==> src/rtl/game_pkg.sv <==
// rtl/game_pkg.sv - shared types and constants for the Dino game run-state controller
package game_pkg;

  typedef enum logic [1:0] {
    IDLE = 2'd0,
    RUN  = 2'd1,
    OVER = 2'd2
  } game_state_e;

  // Five packed BCD digits, [3:0] = ones
  typedef logic [19:0] bcd5_t;

  localparam int unsigned SPAWN_X_DEF = 640;
  localparam bcd5_t       BCD5_MAX    = 20'h99999;

  // Feedback taps for x^7 + x^6 + 1 (bits 6 and 5 of the state)
  localparam logic [6:0]  LFSR_TAPS   = 7'h60;

  // One Fibonacci step: shift left, feed the XOR of the tapped bits into bit 0
  function automatic logic [6:0] lfsr7_step(input logic [6:0] s);
    return {s[5:0], ^(s & LFSR_TAPS)};
  endfunction

endpackage

==> src/rtl/bcd_counter5.sv <==
// rtl/bcd_counter5.sv - five-digit saturating BCD counter with carry-into-hundreds flag
module bcd_counter5
  import game_pkg::*;
(
  input  logic  clk,
  input  logic  reset,
  input  logic  clr_i,
  input  logic  inc_i,
  output bcd5_t cnt_o,
  output logic  carry_hundreds_o
);

  bcd5_t cnt_q, cnt_d;
  logic  sat;
  logic  ripple;

  assign sat   = (cnt_q == BCD5_MAX);
  assign cnt_o = cnt_q;

  // Flags that the next increment will roll the tens digit into the hundreds digit.
  // Kept independent of inc_i so callers can gate it without a combinational loop.
  assign carry_hundreds_o = (cnt_q[7:0] == 8'h99) && !sat;

  // Next count: clear wins, otherwise ripple +1 through the digits unless saturated
  always_comb begin
    cnt_d  = cnt_q;
    ripple = 1'b1;
    if (clr_i) begin
      cnt_d = '0;
    end else if (inc_i && !sat) begin
      for (int i = 0; i < 5; i++) begin
        if (ripple) begin
          if (cnt_q[4*i +: 4] == 4'd9) begin
            cnt_d[4*i +: 4] = 4'd0;
          end else begin
            cnt_d[4*i +: 4] = cnt_q[4*i +: 4] + 4'd1;
            ripple          = 1'b0;
          end
        end
      end
    end
  end

  // Count register
  always_ff @(posedge clk or posedge reset) begin
    if (reset) cnt_q <= '0;
    else       cnt_q <= cnt_d;
  end

endmodule

==> src/rtl/game_sequencer.sv <==
// rtl/game_sequencer.sv - Dino game run-state FSM, score, high score, cactus scroll and speed ramp
module game_sequencer
  import game_pkg::*;
#(
  parameter int unsigned SPAWN_X     = SPAWN_X_DEF,
  parameter int unsigned SCORE_DIV   = 2,
  parameter int unsigned SPEED_INIT  = 1,
  parameter int unsigned SPEED_MAX   = 6,
  parameter int unsigned HOLD_FRAMES = 30,
  parameter logic [6:0]  LFSR_SEED   = 7'h5A
) (
  input  logic        clk,
  input  logic        reset,
  input  logic        frame_tick,
  input  logic        start_btn,
  input  logic        collision,
  output logic        game_on,
  output logic        game_over,
  output logic [9:0]  cacti_x,
  output logic [19:0] score_bcd,
  output logic [19:0] high_bcd,
  output logic        new_high,
  output logic [2:0]  speed
);

  localparam logic [9:0] SPAWN_L   = 10'(SPAWN_X);
  localparam logic [7:0] DIV_LAST  = 8'(SCORE_DIV - 1);
  localparam logic [2:0] SPD_INIT  = 3'(SPEED_INIT);
  localparam logic [2:0] SPD_MAX   = 3'(SPEED_MAX);
  localparam logic [7:0] HOLD_L    = 8'(HOLD_FRAMES);

  game_state_e state_q, state_d;
  logic [9:0]  cacti_q, cacti_d;
  logic [2:0]  speed_q, speed_d;
  logic [7:0]  div_q, div_d;
  logic [6:0]  lfsr_q, lfsr_d;
  logic [7:0]  hold_q, hold_d;
  bcd5_t       high_q, high_d;
  logic        new_high_q, new_high_d;
  logic        start_meta_q, start_sync_q, start_prev_q;
  logic        start_pulse;
  logic        score_clr, score_inc;
  logic        score_carry;
  bcd5_t       score;

  assign start_pulse = start_sync_q & ~start_prev_q;

  bcd_counter5 u_score (
    .clk              (clk),
    .reset            (reset),
    .clr_i            (score_clr),
    .inc_i            (score_inc),
    .cnt_o            (score),
    .carry_hundreds_o (score_carry)
  );

  // Two-flop synchroniser on the raw button plus a delayed copy for edge detection
  always_ff @(posedge clk or posedge reset) begin
    if (reset) begin
      start_meta_q <= 1'b0;
      start_sync_q <= 1'b0;
      start_prev_q <= 1'b0;
    end else begin
      start_meta_q <= start_btn;
      start_sync_q <= start_meta_q;
      start_prev_q <= start_sync_q;
    end
  end

  // Run-state sequencing and per-frame scheduling of scroll, respawn, score and speed
  always_comb begin
    state_d    = state_q;
    cacti_d    = cacti_q;
    speed_d    = speed_q;
    div_d      = div_q;
    lfsr_d     = lfsr_q;
    hold_d     = hold_q;
    high_d     = high_q;
    new_high_d = new_high_q;
    score_clr  = 1'b0;
    score_inc  = 1'b0;
    unique case (state_q)
      IDLE: begin
        if (start_pulse) begin
          state_d    = RUN;
          score_clr  = 1'b1;
          div_d      = '0;
          new_high_d = 1'b0;
          speed_d    = SPD_INIT;
          cacti_d    = SPAWN_L;
        end
      end
      RUN: begin
        if (collision) begin
          // Collision wins over a coincident frame_tick; latch the high score on entry
          state_d = OVER;
          hold_d  = '0;
          if (score > high_q) begin
            high_d     = score;
            new_high_d = 1'b1;
          end else begin
            new_high_d = 1'b0;
          end
        end else if (frame_tick) begin
          if (cacti_q <= {7'b0, speed_q}) begin
            cacti_d = SPAWN_L + {3'b0, lfsr_q};
            lfsr_d  = lfsr7_step(lfsr_q);
          end else begin
            cacti_d = cacti_q - {7'b0, speed_q};
          end
          if (div_q == DIV_LAST) begin
            div_d     = '0;
            score_inc = 1'b1;
            if (score_carry && (speed_q < SPD_MAX)) speed_d = speed_q + 3'd1;
          end else begin
            div_d = div_q + 8'd1;
          end
        end
      end
      OVER: begin
        if (start_pulse && (hold_q >= HOLD_L)) begin
          state_d    = RUN;
          score_clr  = 1'b1;
          div_d      = '0;
          new_high_d = 1'b0;
          speed_d    = SPD_INIT;
          cacti_d    = SPAWN_L;
        end else if (frame_tick && (hold_q < HOLD_L)) begin
          hold_d = hold_q + 8'd1;
        end
      end
      default: state_d = IDLE;
    endcase
  end

  // State and datapath registers; reset also clears the high score and reloads the LFSR seed
  always_ff @(posedge clk or posedge reset) begin
    if (reset) begin
      state_q    <= IDLE;
      cacti_q    <= SPAWN_L;
      speed_q    <= SPD_INIT;
      div_q      <= '0;
      lfsr_q     <= LFSR_SEED;
      hold_q     <= '0;
      high_q     <= '0;
      new_high_q <= 1'b0;
    end else begin
      state_q    <= state_d;
      cacti_q    <= cacti_d;
      speed_q    <= speed_d;
      div_q      <= div_d;
      lfsr_q     <= lfsr_d;
      hold_q     <= hold_d;
      high_q     <= high_d;
      new_high_q <= new_high_d;
    end
  end

  assign game_on   = (state_q == RUN);
  assign game_over = (state_q == OVER);
  assign cacti_x   = cacti_q;
  assign score_bcd = score;
  assign high_bcd  = high_q;
  assign new_high  = new_high_q;
  assign speed     = speed_q;

endmodule

==> config.mk <==
export PLATFORM = sky130hd
export DESIGN_NAME = game_sequencer
export DESIGN_NICKNAME = d
export VERILOG_FILES = /design/src/rtl/game_pkg.sv /design/src/rtl/bcd_counter5.sv /design/src/rtl/game_sequencer.sv
export SDC_FILE = /design/constraint.sdc
export NUM_CORES = 1
export LEC_CHECK = 0
export BUFFER_PORTS_ARGS = -buffer_cell sky130_fd_sc_hd__buf_4
export CORE_UTILIZATION = 25
export CTS_CLUSTER_DIAMETER = 50
export DETAILED_ROUTE_END_ITERATION = 8
export PLACE_DENSITY = 0.53
export SYNTH_ARGS = -nofsm -noshare
export SYNTH_HDL_FRONTEND = slang
export SYNTH_SLANG_ARGS = --single-unit
==> constraint.sdc <==
create_clock -name clk -period 4.66 [get_ports clk]
set_input_delay 0.932 -clock clk [delete_from_list [all_inputs] [get_ports clk]]
set_output_delay 0.932 -clock clk [all_outputs]
set_load 0.02 [all_outputs]
# Word-level counts from Yosys, hierarchy flattened
# Cells that the tools add are included.
# word_totals
n_memories	0
mem_bits_rw	0
romBits	0
latch_bits	0
ff_bits	82
input_bits	5
out_inout_bits	56
# op_classes
shifts	0
n_eq_ne	19
magnitude_cmp	5
n_mul	0
n_bitwise	3
add_sub_neg	10
n_mux	65
reduce_logical	26
n_div	0
# ops
operator	count
$mux 8	8
$mux 10	5
$mux 20	2
$mux 4	9
$pmux 10 s3	1
$mux 1	25
$pmux 8 s3	1
$add 4x1->4 const B	5
$eq 20x20->1 const B	1
$eq 4x4->1 const B	5
$gt 20x20->1	1
$mux 3	6
$add 8x1->8 const B	2
$pmux 8 s2	1
$reduce_and 4->1	3
$reduce_bool 2->1	6
$add 10x7->10 const A	1
$le 10x3->1	1
$ne 2x2->1 const B	5
$sub 10x3->10	1
$pmux 3 s3	1
$eq 8x1->1 const B	1
$eq 8x8->1 const B	1
$ge 8x5->1 const B	1
other kinds (21)	35

# Logic depth before layout (Yosys ltp)
# logic_depth
word_depth	20
mapped_depth	10

# Cells and area by module
# Synthesis repeated with hierarchy kept, for this count alone.
# unflattened
hier_cells	482
hier_area_um2	4890.9
# modules_own_cells
mod	seq_area_each_um2	area_each_um2	instances	cells_each
game_sequencer	1560.2	3653.5	1	347
bcd_counter5	500.5	1237.4	1	135

# Worst setup path before layout
# No wires, ideal clock.
# synth_timing
path_kind	reg-to-reg
startpoint	register speed_q[0] (netlist: speed[0])
endpoint	register cacti_q[4] (netlist: cacti_x[4])
arrival_ns	2.534
path_buffers	1
setup_slack_ns	1.994
period_less_slack_ns	2.666
required_ns	4.528
stages_incl_launch_ff	10
cell_sequence	dfstp_2 ha_1 inv_1 fa_1 a211o_1 a2111oi_4 buf_4 nor3b_1 o21ai_0 o21ai_1
# synth_via
elab_chain_cells	5
elab_cells_between_ends	6
cone_classes	1 x add/sub; 1 x order compare; 4 x mux
# synth_lines
item	line_no	rtl
start: declaration	game_sequencer.sv:34	logic [2:0] speed_q, speed_d;
start signal: assignment	game_sequencer.sv:150	speed_q <= speed_d;
$sub 10x3->10 / $le 10x3->1 (equally long branches)	game_sequencer.sv:109, game_sequencer.sv:105	
$mux 10 *	game_sequencer.sv:105	if (cacti_q <= {7'b0, speed_q}) begin
$mux 10 *	game_sequencer.sv:104	end else if (frame_tick) begin
$mux 10 *	game_sequencer.sv:94	if (collision) begin
$pmux 10 s3 *	game_sequencer.sv:82	unique case (state_q)
end signal: assignment	game_sequencer.sv:149	cacti_q <= cacti_d;
end: declaration	game_sequencer.sv:33	logic [9:0] cacti_q, cacti_d;
# Every way passes the cells marked *; elsewhere a longest branch is shown, timed or not. The select of a mux whose other input is x is not followed.
# A chain may end at the register's enable or synchronous reset.

# Final worst setup path
# layout_timing
startpoint	register u_score.cnt_q[18] (netlist: u_score.cnt_o[18])
endpoint	register high_q[4] (netlist: high_bcd[4])
# layout_via
elab_chain_cells	2
# layout_lines
item	line_no	rtl
start: declaration	bcd_counter5.sv:13	bcd5_t cnt_q, cnt_d;
start signal: assignment	bcd_counter5.sv:47	else cnt_q <= cnt_d;
$gt 20x20->1	game_sequencer.sv:98	if (score > high_q) begin
$reduce_and 3->1 (no source line)	--	
end signal: assignment	game_sequencer.sv:154	high_q <= high_d;
end: declaration	game_sequencer.sv:38	bcd5_t high_q, high_d;
# No other way between the ends.

==> run metrics <==
# port buffers 60; Clock Latency Late Sink 0.34 ns; worst hold path depth 0; crit path cell chain ha_1 > nand4_1 > nor4_1 > a21boi_0 > o31a_1 > buf_4 > mux2_2; wire per inst 15.3 um; Hold Slack approximately 0.35 ns; crit path DAT 3.42 ns; outcome finished clean; fillcell total 1919; Initial Util roughly 25%; DR iter-0 viols 180; Top delay family on crit path compound AO/OA/AOI/OAI gates; Post-DP HPWL 8.68 mm; Max Clock Skew 0.0105 ns; dpl cell area 5480 sq um; number of CTS-inserted buffers 9; f_max 314 MHz; Yosys top cell area share 39.4%; final std cells w/o fill a little under 800; Post CTS Setup Buffer Count 0; Synth area leader dfrtp_1; Leak Pwr 2.64 nW; buffers and inverters on the worst path 1; Crit Path Max Fanout 14; Inst Count DP 757; H-Tree Depth 3; CTS max path bufs 2; critical path's slowest cell o31a_1; path type of the worst setup path reg -> reg; fin crit share 68.4%; Chip Width approximately 140 um; max-slew violation count 0; drt drc 0; root buf cell clkbuf_16; CTS tree yes; VDD IR-drop max ~0.29 mV; R2R Path Start u_score.cnt_o[18]; Via density 4.90; Setup Total Neg Slack 0 ns; Critical Path Start u_score.cnt_o[18]; Total Routing Usage GR 12.8%; sequential element share of the synthesized area a little over two fifths; vias in the first global route 3895; DRT Pass-1 Iters 4; Seq cells post-synth a little over 80; initial antenna violation count 0; multi-input logic area 2520 sq um; RSZ-0062 raised after global routing false; Hold Crit Start start_meta_q; HP Class reg -> reg; Avg Cell Area, Syn 10.1 sq um; crit start category flip-flop; R2R cell count 7; Post-CTS Hold Buffers 0; top cells by area, synth dfrtp_1 39%, ha_1 10%, mux2_2 5.2%; GRT Residual Overflow 0; Antenna diodes 0; Largest stage delay, worst path 0.74 ns; Stages on worst setup path 7; fraction of registers with async set/reset 100%; EDFF count, synth 0; Slew @ Worst Pin ~1.0 ns; crit end category flip-flop; register area 2060 sq um; area grow syn2layout 21.4%; Cells after Synth 470; final WL 11.8 mm; Pwr Density 425 nW/um^2; Top Ports just over 60; first-pass GRT wire length 19.9 mm; Cell variety after synth 65; row cnt 50; largest net degree at the start of global routing 55; DIE HEIGHT around 140 um; worst path required time 4.89 ns; Pwr Total 2.46 mW; die area roughly 20000 sq um; CTS sink cnt between 80 and 90; YS warnings 0; post-CTS sizing 0; final hold vios 0; routed via count between 3000 and 4000; layout cell share with drive strength beyond 1 22.3%; number of max-cap violations 0; syn nets 514; ANT nets after route 0; ys flop type dfrtp_1; fin crit period 3.19 ns; Max-slew headroom 30.5%; Syn Std Cell Area 4770 sq um; Core Region 18700 sq um; placer congestion estimate 0.845; CTS clock-pin slew for the worst setup and hold paths 0.06 ns; Final setup viols 0; layout net count 578; post-route cell area 5780 sq um
[per-stage QoR]
| step | setup WS [ns] | utilization [%] |
|---|---|---|
| after detailed placement | 1.46 | 29.3 |
| after CTS | 1.44 | 30.9 |
| final | 1.47 | 30.9 |
| after global placement | 1.61 | 29.3 |
| after global routing | 1.22 | 30.9 |
| after floorplan | 1.63 | - |
[cells in the mapped netlist, drive strengths merged (3+ instances only)]
cell type  instances
nor2b              6
clkbuf             5
or2                3
dfrtp             75
a21o               3
xnor2              4
nand3b             5
and3b              7
a22o               3
nor3b              3
a21oi             20
nor4               6
buf                4
o21a               3
o31a               3
nor3              13
dfstp              7
o211ai             3
o21ai             29
ha                38
nand4             10
nor2              28
o21bai             7
o2bb2ai            3
a41oi              4
or3                8
nand2             36
mux2              22
nand2b             7
mux2i             16
nand3             14
a31oi              5
o31ai              5
inv               37
[state kept, by name (all words and copies together) (netlist names), 2 cells and up]
signal / flops
lfsr_q: 7
div_q: 8
cacti_x: 10
high_bcd: 20
state_q: 2
speed: 3
u_score.cnt_o: 20
hold_q: 8
[area by class of cell]
type | instances | share of cell area, %
clock buffers | 12 | 4.43
clock inverters | 4 | 0.865
inverters | 37 | 2.42
multi-input cells | 342 | 43.5
flip-flops and latches | 82 | 35.6
well taps | 234 | 5.06
repair buffers | 62 | 8.05
[cell usage in the layout (no fill, tap or decap), drive strengths merged, types with 6 or more instances in the layout]
| master | synthesis | routed |
|---|---|---|
| nand3 | 14 | 14 |
| nor3 | 13 | 13 |
| clkbuf | 5 | 12 |
| nand2 | 36 | 36 |
| buf | 4 | 62 |
| nor2b | 6 | 6 |
| mux2 | 22 | 22 |
| and3b | 7 | 7 |
| nor4 | 6 | 6 |
| nor2 | 28 | 28 |
| ha | 38 | 38 |
| dfstp | 7 | 7 |
| mux2i | 16 | 16 |
| a21oi | 20 | 20 |
| or3 | 8 | 8 |
| inv | 37 | 36 |
| dfrtp | 75 | 75 |
| nand4 | 10 | 10 |
| o21ai | 29 | 29 |
| nand2b | 7 | 7 |
| o21bai | 7 | 7 |
[metal layers]
metal,GRT usage (%),routed length [um],vias to the layer above
met5,0,0,-
met2,22.1,5800,83
li1,-,-,1841
met4,4.05,195,0
met1,15.4,5340,1848
met3,3.21,458,14
[report_power, final]
part	total, mW	switching (mW)	leakage [nW]	internal (mW)
clock	0.737	0.293	0.145	0.444
combinational	0.820	0.477	1.42	0.343
sequential	0.900	0.108	1.08	0.792
total	2.46	0.878	2.64	1.58
[logic make-up (layout without fill, tap and decap cells)]
kind of cell / count (synthesis) / after routing / synth area share, %
AO/OA/AOI/OAI: 104 / 104 / 15.0
XOR/XNOR: 4 / 4 / 0.735
adder cells (fa/ha/maj): 39 / 39 / 10.4
buffers and inverters: 46 / 115 / 3.91
flip-flops: 82 / 82 / 43.2
multiplexers: 38 / 38 / 8.56
AND/OR/NAND/NOR: 157 / 157 / 18.1
[worst reg2reg max path: stages, from the launching register on]
cell and delay [ns]:
dfrtp_1 0.45, ha_1 0.36, nand4_1 0.18, nor4_1 0.40
a21boi_0 0.29, o31a_1 0.74, buf_4 0.31, mux2_2 0.35
[path summary, 6_finish.rpt]
check	endpoint	slack, ns
worst max-delay path	high_bcd[4]	1.47
worst min-delay path	start_sync_q	0.35
worst max register to register	high_bcd[4]	1.47
worst min register to register	start_sync_q	0.35
max in group asynchronous	lfsr_q[4]	2.85
min in group asynchronous	high_bcd[4]	0.82
Power figures use the tool's default switching activity.
